===== src/rtl/layer_compositor.sv =====
// Two-stage sprite layer compositor with pixel-accurate player/obstacle collision.
// Stage 1 resolves per-layer opacity, stage 2 picks the colour and maintains frame hit state.
module layer_compositor #(
  parameter int              NUM_LAYERS  = 8,
  parameter int              RGB_W       = 12,
  parameter int              COORD_W     = 10,
  parameter logic [RGB_W-1:0] KEY_COLOR   = '0,
  parameter logic [RGB_W-1:0] BG_COLOR    = 12'h200,
  parameter logic [RGB_W-1:0] BLANK_COLOR = 12'h020
) (
  input  logic                          system_clk,
  input  logic                          reset_n,
  input  logic [COORD_W-1:0]            pixel_x,
  input  logic [COORD_W-1:0]            pixel_y,
  input  logic                          video_on,
  input  logic                          frame_start,
  input  logic                          freeze,
  input  logic [NUM_LAYERS-1:0]         layer_en,
  input  logic [NUM_LAYERS-1:0]         collide_mask,
  input  logic [NUM_LAYERS*COORD_W-1:0] layer_l,
  input  logic [NUM_LAYERS*COORD_W-1:0] layer_r,
  input  logic [NUM_LAYERS*COORD_W-1:0] layer_t,
  input  logic [NUM_LAYERS*COORD_W-1:0] layer_b,
  input  logic [NUM_LAYERS*RGB_W-1:0]   layer_rgb,
  input  logic                          collide_clr,
  output logic [RGB_W-1:0]              rgb_out,
  output logic                          video_on_out,
  output logic [NUM_LAYERS-1:0]         hit_mask,
  output logic                          hit_valid,
  output logic                          collide_sticky
);

  // Stage 1 registers
  logic [NUM_LAYERS-1:0]       opq_d, opq_q;
  logic [NUM_LAYERS*RGB_W-1:0] col_q;
  logic [NUM_LAYERS-1:0]       mask_d1_q;
  logic                        video_d1_q, fs_d1_q, freeze_d1_q;

  // Stage 2 / frame registers
  logic [RGB_W-1:0]      rgb_d, rgb_q;
  logic                  video_d2_q;
  logic [NUM_LAYERS-1:0] hit_now, acc_d, acc_q, hit_mask_q;
  logic                  fs_d2_q, hit_valid_q, sticky_d, sticky_q;

  // An inverted box (l > r or t > b) fails these compares naturally.
  always_comb begin
    opq_d = '0;
    for (int k = 0; k < NUM_LAYERS; k++) begin
      opq_d[k] = layer_en[k]
              && (pixel_x >= layer_l[k*COORD_W +: COORD_W])
              && (pixel_x <= layer_r[k*COORD_W +: COORD_W])
              && (pixel_y >= layer_t[k*COORD_W +: COORD_W])
              && (pixel_y <= layer_b[k*COORD_W +: COORD_W])
              && (layer_rgb[k*RGB_W +: RGB_W] != KEY_COLOR);
    end
  end

  always_ff @(posedge system_clk or negedge reset_n) begin
    if (!reset_n) begin
      opq_q       <= '0;
      col_q       <= '0;
      mask_d1_q   <= '0;
      video_d1_q  <= 1'b0;
      fs_d1_q     <= 1'b0;
      freeze_d1_q <= 1'b0;
    end else begin
      opq_q       <= opq_d;
      col_q       <= layer_rgb;
      mask_d1_q   <= collide_mask;
      video_d1_q  <= video_on;
      fs_d1_q     <= frame_start;
      freeze_d1_q <= freeze;
    end
  end

  // Walk from lowest priority upward so layer 0 overrides everything.
  always_comb begin
    rgb_d = BG_COLOR;
    for (int k = NUM_LAYERS - 1; k >= 0; k--) begin
      if (opq_q[k]) rgb_d = col_q[k*RGB_W +: RGB_W];
    end
    if (!video_d1_q) rgb_d = BLANK_COLOR;
  end

  always_comb begin
    hit_now    = opq_q & mask_d1_q & {NUM_LAYERS{opq_q[0] & video_d1_q & ~freeze_d1_q}};
    hit_now[0] = 1'b0;
    // The frame_start pixel already belongs to the new frame.
    acc_d      = fs_d1_q ? hit_now : (acc_q | hit_now);
    sticky_d   = sticky_q;
    if (collide_clr)                      sticky_d = 1'b0;
    if (fs_d2_q && (hit_mask_q != '0))    sticky_d = 1'b1;
  end

  always_ff @(posedge system_clk or negedge reset_n) begin
    if (!reset_n) begin
      rgb_q       <= '0;
      video_d2_q  <= 1'b0;
      acc_q       <= '0;
      hit_mask_q  <= '0;
      fs_d2_q     <= 1'b0;
      hit_valid_q <= 1'b0;
      sticky_q    <= 1'b0;
    end else begin
      rgb_q       <= rgb_d;
      video_d2_q  <= video_d1_q;
      acc_q       <= acc_d;
      if (fs_d1_q) hit_mask_q <= acc_q;
      fs_d2_q     <= fs_d1_q;
      hit_valid_q <= fs_d2_q;
      sticky_q    <= sticky_d;
    end
  end

  assign rgb_out        = rgb_q;
  assign video_on_out   = video_d2_q;
  assign hit_mask       = hit_mask_q;
  assign hit_valid      = hit_valid_q;
  assign collide_sticky = sticky_q;

endmodule

===== config.mk =====
export PLATFORM = sky130hd
export DESIGN_NAME = layer_compositor
export DESIGN_NICKNAME = d
export VERILOG_FILES = /design/src/rtl/layer_compositor.sv
export SDC_FILE = /design/constraint.sdc
export NUM_CORES = 1
export LEC_CHECK = 0
export ABC_AREA = 1
export CAP_MARGIN = 20
export CELL_PAD_IN_SITES_DETAIL_PLACEMENT = 1
export CELL_PAD_IN_SITES_GLOBAL_PLACEMENT = 2
export CORE_UTILIZATION = 25
export CTS_CLUSTER_DIAMETER = 80
export CTS_CLUSTER_SIZE = 10
export DETAILED_ROUTE_END_ITERATION = 8
export PLACE_DENSITY = 0.87
export RECOVER_POWER = 100
export REMOVE_ABC_BUFFERS = 1
export SKIP_CTS_REPAIR_TIMING = 1
export SYNTH_ARGS = -nofsm -noshare
export SYNTH_HDL_FRONTEND = slang
export SYNTH_SLANG_ARGS = --single-unit

===== constraint.sdc =====
create_clock -name system_clk -period 1.4 [get_ports system_clk]
set_clock_uncertainty 0.05 [all_clocks]
set_input_delay 0.14 -clock system_clk [delete_from_list [all_inputs] [get_ports system_clk]]
set_output_delay 0.14 -clock system_clk [all_outputs]
set_load 0.1 [all_outputs]

## Word level (Yosys, flattened, before mapping)

Index checks and enable logic that the tools add are counted.

| cells by class | value |
|---|---|
| add/subtract/negate cells | 0 |
| multiply operators | 0 |
| divide/modulo/power cells | 0 |
| order comparisons | 32 |
| equality and inequality tests | 0 |
| shifts and indexed selects | 0 |
| muxes and demuxes | 12 |
| bitwise operators | 6 |
| reductions and logical operators | 51 |

Operators by type and width:

| operator | number |
|---|---|
| $ge 10x10->1 | 16 |
| $le 10x10->1 | 16 |
| $mux 12 | 9 |
| $reduce_bool 12->1 | 8 |
| $logic_and 1x1->1 | 41 |
| $and 8x8->8 | 2 |
| $mux 8 | 1 |
| $or 8x8->8 | 1 |
| $reduce_bool 8->1 | 1 |
| $and 1x1->1 | 2 |
| $mux 1 | 2 |
| $reduce_bool 2->1 | 1 |
| $not 1->1 | 1 |

| storage, ports and cells | value |
|---|---|
| register bits | 147 |
| bits in latches | 0 |
| RAM bits | 0 |
| ROM bits | 0 |
| memories kept | 0 |

## Logic depth before layout (Yosys ltp)

Gate-level depths: netlist of run 1.

| depth | value |
|---|---|
| word-level depth | 9 |
| depth in mapped cells | 11 |

## Worst setup path before layout of run 1

Ideal clock, no wire load.

| timing path | value |
|---|---|
| path type | register to register |
| start | register hit_mask_q[6] (netlist: hit_mask[6]) |
| end | register sticky_q (netlist: collide_sticky) |
| setup time | 139 ps |
| arrival time | 1296 ps |
| setup slack | -85 ps |
| stages on the path, launching flop included | 5 |
| cell sequence | dfrtp_1 > inv_1 > nand4_1 > o41ai_1 > o21ai_0 |

| between the ends | value |
|---|---|
| word-level cells in the longest chain between the ends | 3 |

RTL lines:

| item | line | RTL |
|---|---|---|
| start: declaration | 42 | `logic [NUM_LAYERS-1:0] hit_now, acc_d, acc_q, hit_mask_q;` |
| start signal: assignment | 108 | `if (fs_d1_q) hit_mask_q <= acc_q;` |
| $reduce_bool 8->1 * | 92 | `if (fs_d2_q && (hit_mask_q != '0)) sticky_d = 1'b1;` |
| $logic_and 1x1->1 * | 92 |  |
| $mux 1 / $reduce_bool 2->1 (equally long branches) | - |  |
| end signal: assignment | 111 | `sticky_q <= sticky_d;` |
| end: declaration | 43 | `logic fs_d2_q, hit_valid_q, sticky_d, sticky_q;` |

Mark *: on every way between the ends. The rest lies on a longest branch, timed or not.
A chain may end at the register's enable or synchronous reset.

## Worst setup path in the final report of run 1

| timing path | value |
|---|---|
| start | register opq_q[6] |
| end | register rgb_q[8] (netlist: rgb_out[8]) |

| between the ends | value |
|---|---|
| word-level cells in the longest chain between the ends | 8 |

RTL lines:

| item | line | RTL |
|---|---|---|
| start: declaration | 34 | `logic [NUM_LAYERS-1:0] opq_d, opq_q;` |
| start signal: assignment | 67 | `opq_q <= opq_d;` |
| $mux 12 (7 in series) | 80 | `if (opq_q[k]) rgb_d = col_q[k*RGB_W +: RGB_W];` |
| $mux 12 | 82 | `if (!video_d1_q) rgb_d = BLANK_COLOR;` |
| named net rgb_d[8] | 40 | `logic [RGB_W-1:0] rgb_d, rgb_q;` |
| end signal: assignment | 105 | `rgb_q <= rgb_d;` |
| end: declaration | 40 |  |

The timed path passes the listed nets, and every way through them passes these cells.

==> qor.txt, run 1 <==
Status: finished, violations left
Failing checks: setup timing
Number of DRC markers in iteration 0: 576
Max Slew Vio Count: 0
Most frequent cells in the layout: inv_1, clkdlybuf4s50_1, nand2_1
Remaining routing DRC violations: 0
CP top delay family: simple AND/OR/NAND/NOR gates
Worst Setup End Kind: register
Synth-to-layout area growth: 67.49%
Unrepaired setup endpoints after global routing: yes
Top cells by area, synth: ha_1, dfrtp_1, inv_1, nand2_1, a21oi_1
Power Total: 15190 uW
Final setup vio count: 13
Final net count: 3255
TNS Setup: -1.316 ns
Layout cell share with drive strength beyond 1: 19.44%
Post-synth EDFFs: 0
CP Class: reg2reg
Global-route wire length before repair: 91.07 mm
Cell Pwr Density: 664.5 nW/um^2
Ys Warns: 0
Yosys reg bits: 144
Total iterations of the first detailed-routing run: 4
Num CTS Buffers: 17
Wire per inst: 20.22 um
Vias in the first global route: 16161
Final worst setup slack: -0.1335 ns
Core Box Area: 53920 um^2
Most common cell after layout, fill and taps aside: inv_1
Crit. Startpoint: opq_q[6]
Final WL: 64.71 mm
Area after DPL: 20640 um^2
CTS tree: yes
Max clock buf depth: 2
Top cell by count, worst path: nand3_1
Dpl ws: -0.9271 ns
Post-synthesis sequential area ratio: 26.40%
Max VDD drop: 0.7725 mV
Post-detail-place hpwl: 51.85 mm
Worst-path clk slew: 0.08 ns
Gate Count Post-Synth: 1832
Die extent in x: 235.7 um
GR Util All Layers: 21.73%
Final Critical Period: 1.533 ns
Async S/R FF share, synth: 100.0%
Worst-Margin Slew: 0.9920 ns
Largest net degree at the start of global routing: 37
Crit path cell chain: clkbuf_16 -> nand2_1 -> nand3_1 -> nand3_1 -> nand3_1 -> nand2_1 -> nand2_2 -> a21oi_2
Biggest cell delay along the critical path: 0.53 ns
Netlist cell types: 33
Yosys top cell area share: 29.34%
Crit start category: register
Worst Path Buf+Inv: 1
Die area: 55530 um^2
Worst path slowest cell: dfrtp_2
Fmax achieved: 652.1 MHz
Overflow after GRT: 0
Hold Startpoint: collide_mask[1]
Syn avg cell area: 7.450 um^2
RD Place Congestion: 0.8973
HP Class: in2reg
Vias: 14873
FILL cells: 6402
H-tree depth: 4
Clock Sinks: 144
Hold Fails Final Rpt: 0
Max-Cap Viols: 0
Post-synth top flop: dfrtp_1
Root Buffer: clkbuf_16
Yosys top cell by area: ha_1
R2R Path Start: opq_q[6]
Clock Latency Late Sink: 0.45 ns
Post-route ant nets: 0
Post-route cell area: 22860 um^2
Core Rows: 85
Port bufs: 478
CP Data Arrival Time: 1.84 ns
Total I/O pin count: 481
Die Ht: 235.7 um
Via density: 4.646
Post-Syn Area: 13650 um^2
Final worst path period share: 109.5%
Worst endpoint required time: 1.71 ns
P_leak: 0.01158 uW
Initial antenna violation count: 22
Worst-path fanout max: 5
Normalized max-slew margin: 33.87%
Initial Util: 25.31%
[registers in the layout, summed over array words and instances (netlist names)]
name / flops
acc_q: 7
col_q: 96
collide_sticky: 1
freeze_d1_q: 1
fs_d1_q: 1
fs_d2_q: 1
hit_mask: 7
hit_valid: 1
mask_d1_q: 7
opq_q: 8
rgb_out: 12
video_d1_q: 1
video_on_out: 1
[metal layers]
layer  global-route usage [%]  wire length, um  up-vias
li1                         -                -     7248
met1                    24.44            26220     7110
met2                    40.35            33300      380
met3                    3.987             2803      125
met4                    8.120             2339       10
met5                        0               54        -
[through the flow]
| stage | std cells | utilization [%] | hold slack [ns] |
|---|---|---|---|
| after global routing | 3195 | 42.37 | 0.1960 |
| after detailed placement | 3104 | 38.28 | 0.01695 |
| final | 3201 | 42.39 | 0.2081 |
| after global placement | 3104 | 38.28 | 0.01489 |
| after CTS | 3136 | 39.37 | -0.4615 |
| after floorplan | 1811 | - | -0.2056 |
[final timing paths]
kind / end / slack [ns] / depth (start not counted)
max: rgb_out[8] / -0.13 / 8
min: mask_d1_q[1] / 0.21 / 1
max reg2reg: rgb_out[8] / -0.13 / 8
min reg2reg: hit_valid / 0.35 / 0
max in group asynchronous: col_q[17] / 0.11 / 3
min in group asynchronous: hit_valid / 0.35 / 2
[worst reg2reg max path, delay by kind of cell, from the launching register on]
family | cells | cell delay [ns]
AND/OR/NAND/NOR | 6 | 0.55
buffers and inverters | 1 | 0.22
flip-flops | 1 | 0.53
AO/OA/AOI/OAI | 1 | 0.11
[Yosys cell counts, types with 2 or more instances]
cell type  number
inv_1         388
nand2_1       341
ha_1          320
nor2_1        185
a21oi_1       154
dfrtp_1       144
nand3_1        76
o21ai_0        49
nand4_1        42
o21a_1         28
o211ai_1       23
a21oi_2        10
or2_0           9
nor4_1          8
a21boi_0        6
nor3_1          6
a21o_1          5
clkbuf_1        5
o21bai_1        5
buf_2           4
buf_4           4
buf_6           4
inv_2           3
or2_2           3
and2_1          2
[final cells by class]
cell class | count | area (um^2) | area share (%)
multi-input combinational | 1276 | 9659 | 42.26
timing repair buffer | 647 | 6624 | 28.98
sequential | 144 | 3606 | 15.77
inverter | 391 | 1475 | 6.453
tap | 696 | 870.8 | 3.810
clock buffer | 18 | 429.2 | 1.877
clock inverter | 14 | 157.7 | 0.6897
antenna | 15 | 37.54 | 0.1642
[kinds of logic after synthesis]
logic type	after synthesis	synth area share (%)
adders and majority gates	320	29.34
buffers and inverters	412	11.87
and+or+nand+nor	674	20.53
AOI/OAI and AO/OA	281	11.84
other	1	0.02748
DFF	144	26.40
[where the power goes]
group	internal, uW	switching [uW]	leakage (uW)
Sequential	4370	84.2	0.00174
Combinational	2880	3200	0.00957
Clock	2650	2000	0.000267
Note: power is estimated with default switching activity, not from simulation.
==> inputs of run 2 (changes only) <==
--- a/config.mk
+++ b/config.mk
@@ -9,6 +9,7 @@
 export CAP_MARGIN = 20
 export CELL_PAD_IN_SITES_DETAIL_PLACEMENT = 1
 export CELL_PAD_IN_SITES_GLOBAL_PLACEMENT = 2
+export CORE_MARGIN = 5
 export CORE_UTILIZATION = 25
 export CTS_CLUSTER_DIAMETER = 80
 export CTS_CLUSTER_SIZE = 10
==> qor.txt, run 2 (same netlist as run 1, synthesis figures left out) <==
Worst endpoint required time: 1.71 ns
Power Total: 15030 uW
Num CTS Buffers: 17
Fmax achieved: 673.2 MHz
Port bufs: 478
Final WL: 67.02 mm
Failing checks: setup timing
Hold path depth: 1
Hold Startpoint: frame_start
Total I/O pin count: 481
HP Class: in2reg
CP Data Arrival Time: 1.79 ns
Wire per inst: 20.85 um
Crit path cell chain: buf_4 -> nand2_1 -> nand3_1 -> nand3_1 -> nand3_1 -> nand2_1 -> nand2_1 -> a21oi_2
Worst reg-to-reg setup slack: -0.09 ns
Die extent in x: 243.7 um
Worst Setup End Kind: register
Max VDD drop: 0.7306 mV
WHS: 0.2116 ns
Post-route ant nets: 0
Final worst path period share: 106.1%
Initial Util: 25.31%
Core Rows: 85
Initial antenna violation count: 17
Root Buffer: clkbuf_16
M1 GR Usage: 24.40%
Max Slew Vio Count: 0
Vias in the first global route: 16376
Sw Share: 34.68%
Met3 GRT Util: 2.696%
Overflow after GRT: 0
GR Util All Layers: 20.36%
Via density: 4.677
Int Pwr: 9820 uW
H-tree depth: 4
CP top delay family: simple AND/OR/NAND/NOR gates
Comb pwr share: 41.2%
Max-Cap Viols: 0
Global-route wire length before repair: 93.17 mm
CP Class: reg2reg
Worst path slowest cell: dfrtp_2
Final worst setup slack: -0.08546 ns
Clock share of power: 29.1%
Post-detail-place hpwl: 53.85 mm
Hold Fails Final Rpt: 0
Crit start category: register
CTS tree: yes
Worst-path clk slew: 0.07 ns
R2R Path Start: opq_q[6]
Max reg flops: 96
Die area: 59370 um^2
Unrepaired setup endpoints after global routing: yes
NetSw: 5213 uW
Final setup vio count: 12
Worst-Margin Slew: 0.7560 ns
Synth-to-layout area growth: 69.88%
Cell Pwr Density: 648.4 nW/um^2
Critical R2R Capture: rgb_out[1]
Worst Path Buf+Inv: 1
Core Box Area: 53920 um^2
Part of the power in registers: 29.6%
Normalized max-slew margin: 49.60%
P_leak: 0.01168 uW
Biggest cell delay along the critical path: 0.50 ns
Clock Latency Late Sink: 0.43 ns
Clock Sinks: 144
Total iterations of the first detailed-routing run: 4
Die Ht: 243.7 um
Most frequent cells in the layout: inv_1, clkdlybuf4s50_1, nand2_1
Worst-path fanout max: 4
Reg with most FFs: col_q
Gr busiest metal: met2
Final Critical Period: 1.485 ns
Most common cell after layout, fill and taps aside: inv_1
Hold Path Sink: fs_d1_q
Max clock buf depth: 2
RD Place Congestion: 0.8950
Layout cell share with drive strength beyond 1: 20.38%
R2R cell count: 8
Met2 usage: 37.94%
Largest net degree at the start of global routing: 41
Remaining routing DRC violations: 0
Vias: 15037
Final net count: 3273
Status: finished, violations left
Number of DRC markers in iteration 0: 403
==> run 2: cell count changes in the layout (fill, tap and decap cells not counted), moves of 7 or more <==
| cell | change |
|---|---|
| ha_1 | -24 |
| nor2_1 | +8 |
| buf_6 | +7 |
| buf_4 | +14 |
| nand3_1 | +8 |
| ha_4 | +25 |
==> run 2: final cells by class <==
cell class,count,area [um^2]
repair buffers,665,6799
inverters,391,1473
clock buffers,19,442.9
clock inverters,12,110.1
flip-flops and latches,144,3607
fillers,6389,30730
diodes,12,30.03
multi-input cells,1276,9853
well taps,696,870.8
==> run 2: routing by layer <==
metal	wire length, um	vias to the layer above
met4	2210	2
li1	-	7289
met3	2868	119
met2	34530	410
met1	27400	7217
met5	20	-
==> run 2: metrics by stage <==
stage	cell area, um^2	setup slack, ns	std cells	setup TNS [ns]	util [%]
2_1_floorplan	13500	-0.08548	1811	-0.08548	-
3_3_place_gp	20710	-0.9003	3118	-8.669	38.41
3_5_place_dp	20710	-0.9301	3118	-9.464	38.41
4_1_cts	21260	-0.4729	3149	-5.959	39.43
5_1_grt	23180	-0.2024	3214	-2.095	43.00
6_report	23190	-0.08546	3215	-0.6010	43.00
==> run 2: power groups by stage <==
stage	registers (uW)	logic, uW	clock network [uW]
3_3_place_gp	4560	5360	0
3_5_place_dp	4560	5540	0
4_1_cts	4490	5580	4500
6_report	4460	6200	4380
5_1_grt	4470	6800	4650
2_1_floorplan	4890	1970	0
==> run 2: worst max path at each step <==
stage,cells after the start,to,start,slack [ns]
final,8,rgb_out[1],opq_q[6],-0.09
after global routing,9,rgb_out[9],opq_q[6],-0.20
after detailed placement,11,opq_q[7],pixel_y[5],-0.93
after CTS,11,opq_q[7],pixel_y[5],-0.47
after global placement,11,opq_q[5],pixel_x[3],-0.90
after floorplan,4,collide_sticky,hit_mask[6],-0.09
==> inputs of run 3 (changes only) <==
--- a/config.mk
+++ b/config.mk
@@ -14,6 +14,7 @@
 export CTS_CLUSTER_DIAMETER = 80
 export CTS_CLUSTER_SIZE = 10
 export DETAILED_ROUTE_END_ITERATION = 8
+export GPL_TIMING_DRIVEN = 0
 export PLACE_DENSITY = 0.87
 export RECOVER_POWER = 100
 export REMOVE_ABC_BUFFERS = 1
==> qor.txt, run 3 (same netlist as run 1, synthesis figures left out) <==
Global-route wire length before repair: 87.49 mm
Biggest cell delay along the critical path: 0.51 ns
Hold Startpoint: layer_rgb[12]
Critical R2R Capture: rgb_out[8]
Final worst setup slack: -0.08798 ns
CTS tree: yes
Hold path depth: 1
Failing checks: setup timing
TNS Setup: -0.6784 ns
Final Critical Period: 1.488 ns
Total I/O pin count: 481
H-tree depth: 4
Worst endpoint required time: 1.70 ns
Worst reg-to-reg setup slack: -0.09 ns
Num CTS Buffers: 17
Final setup vio count: 18
RD Place Congestion: 0.8718
Hold Path Sink: col_q[12]
Largest net degree at the start of global routing: 88
WHS: 0.1519 ns
GR Util All Layers: 18.91%
Die area: 59370 um^2
Area after DPL: 19440 um^2
Reg area: 3613 um^2
Footprint of the multi-input gates: 9868 um^2
Worst path slowest cell: dfrtp_2
Initial Util: 25.31%
Post-detail-place hpwl: 49.90 mm
Layout cell share with drive strength beyond 1: 16.96%
Initial antenna violation count: 25
Synth-to-layout area growth: 60.22%
Max clock buf depth: 2
Worst-path fanout max: 8
Most frequent cells in the layout: inv_1, clkdlybuf4s50_1, nand2_1
Crit start category: register
P_leak: 0.01080 uW
Core Box Area: 53920 um^2
Post-route cell area: 21870 um^2
Worst-Margin Slew: 0.6366 ns
Unrepaired setup endpoints after global routing: yes
Port bufs: 478
Clock Latency Late Sink: 0.42 ns
Die Ht: 243.7 um
Total iterations of the first detailed-routing run: 4
Final net count: 3135
Max-Cap Viols: 0
Root Buffer: clkbuf_16
R2R cell count: 8
CP Class: reg2reg
Hold Fails Final Rpt: 0
Final worst path period share: 106.3%
Normalized max-slew margin: 57.56%
Clock Sinks: 144
Max VDD drop: 0.8073 mV
Max Slew Vio Count: 0
FILL cells: 6441
Status: finished, violations left
Reg with most FFs: col_q
Most common cell after layout, fill and taps aside: inv_1
Number of DRC markers in iteration 0: 469
Cell Pwr Density: 671.2 nW/um^2
Remaining routing DRC violations: 0
Via density: 4.655
Die extent in x: 243.7 um
Vias in the first global route: 15512
Worst Setup End Kind: register
Final WL: 60.44 mm
Core Rows: 85
Wire per inst: 19.57 um
Overflow after GRT: 0
Fmax achieved: 672.1 MHz
HP Class: in2reg
Max reg flops: 96
Worst-path clk slew: 0.06 ns
CP Data Arrival Time: 1.79 ns
Crit path cell chain: buf_6 -> nand2_1 -> nand3_1 -> nand3_2 -> nand3_1 -> nand2_2 -> nand2_2 -> a21oi_2
R2R Path Start: opq_q[6]
Vias: 14378
Post-route ant nets: 0
==> run 3: cell types whose count changed in the layout (fill, tap and decap cells not counted), sizes merged, moves of 3 or more <==
cell	delta
diode	+11
inv	-7
clkinvlp	+7
buf	-124
dlygate4sd3	-10
clkdlybuf4s50	+8
clkbuf	-3
dlymetal6s2s	-11
==> run 3: where the power goes <==
group          switching, uW  internal, uW  total, uW  leakage (uW)
Clock                   1790          2850       4640      0.000281
Combinational           2980          2570       5550       0.00878
Sequential               109          4380       4480       0.00173
==> run 3: how the worst max path moves through the flow <==
| stage | startpoint | end | slack, ns |
|---|---|---|---|
| floorplan | hit_mask[6] | collide_sticky | -0.09 |
| global placement | reset_n | col_q[4] | -5.46 |
| detailed placement | pixel_x[4] | opq_q[2] | -1.58 |
| CTS | pixel_x[4] | opq_q[2] | -1.14 |
| global route | opq_q[6] | rgb_out[3] | -0.14 |
| finish | opq_q[6] | rgb_out[8] | -0.09 |
==> run 3: worst max-delay path, delay by kind of cell (launching register included) <==
kind / cells / cell delay, ns
AOI/OAI and AO/OA: 1 / 0.13
buffers and inverters: 1 / 0.18
DFF: 1 / 0.51
and+or+nand+nor: 6 / 0.55
==> run 3: area by class of cell <==
class	instances	area share, %
clock buffer	19	2.026
tap	696	3.982
timing repair inverter	2	0.06294
inverter	391	6.838
sequential	144	16.52
multi-input combinational	1276	45.13
clock inverter	13	0.7496
timing repair buffer	525	24.43
antenna	23	0.2632
==> run 3: through the flow <==
step	setup slack, ns	utilization [%]	power [uW]	instances
2_1_floorplan	-0.08548	-	6857	1811
3_3_place_gp	-5.460	35.52	9253	2985
3_5_place_dp	-1.577	36.05	9549	2999
4_1_cts	-1.143	37.17	14230	3031
5_1_grt	-0.1437	40.52	15580	3082
6_report	-0.08798	40.55	14680	3089
==> run 3: layer usage <==
layer	GRT usage (%)	vias to the layer above	share of wire [%]
met5	0	-	0.15
met4	5.426	14	2.1
li1	-	7029	-
met1	22.35	6929	41
met3	2.652	82	3.8
met2	35.54	324	53
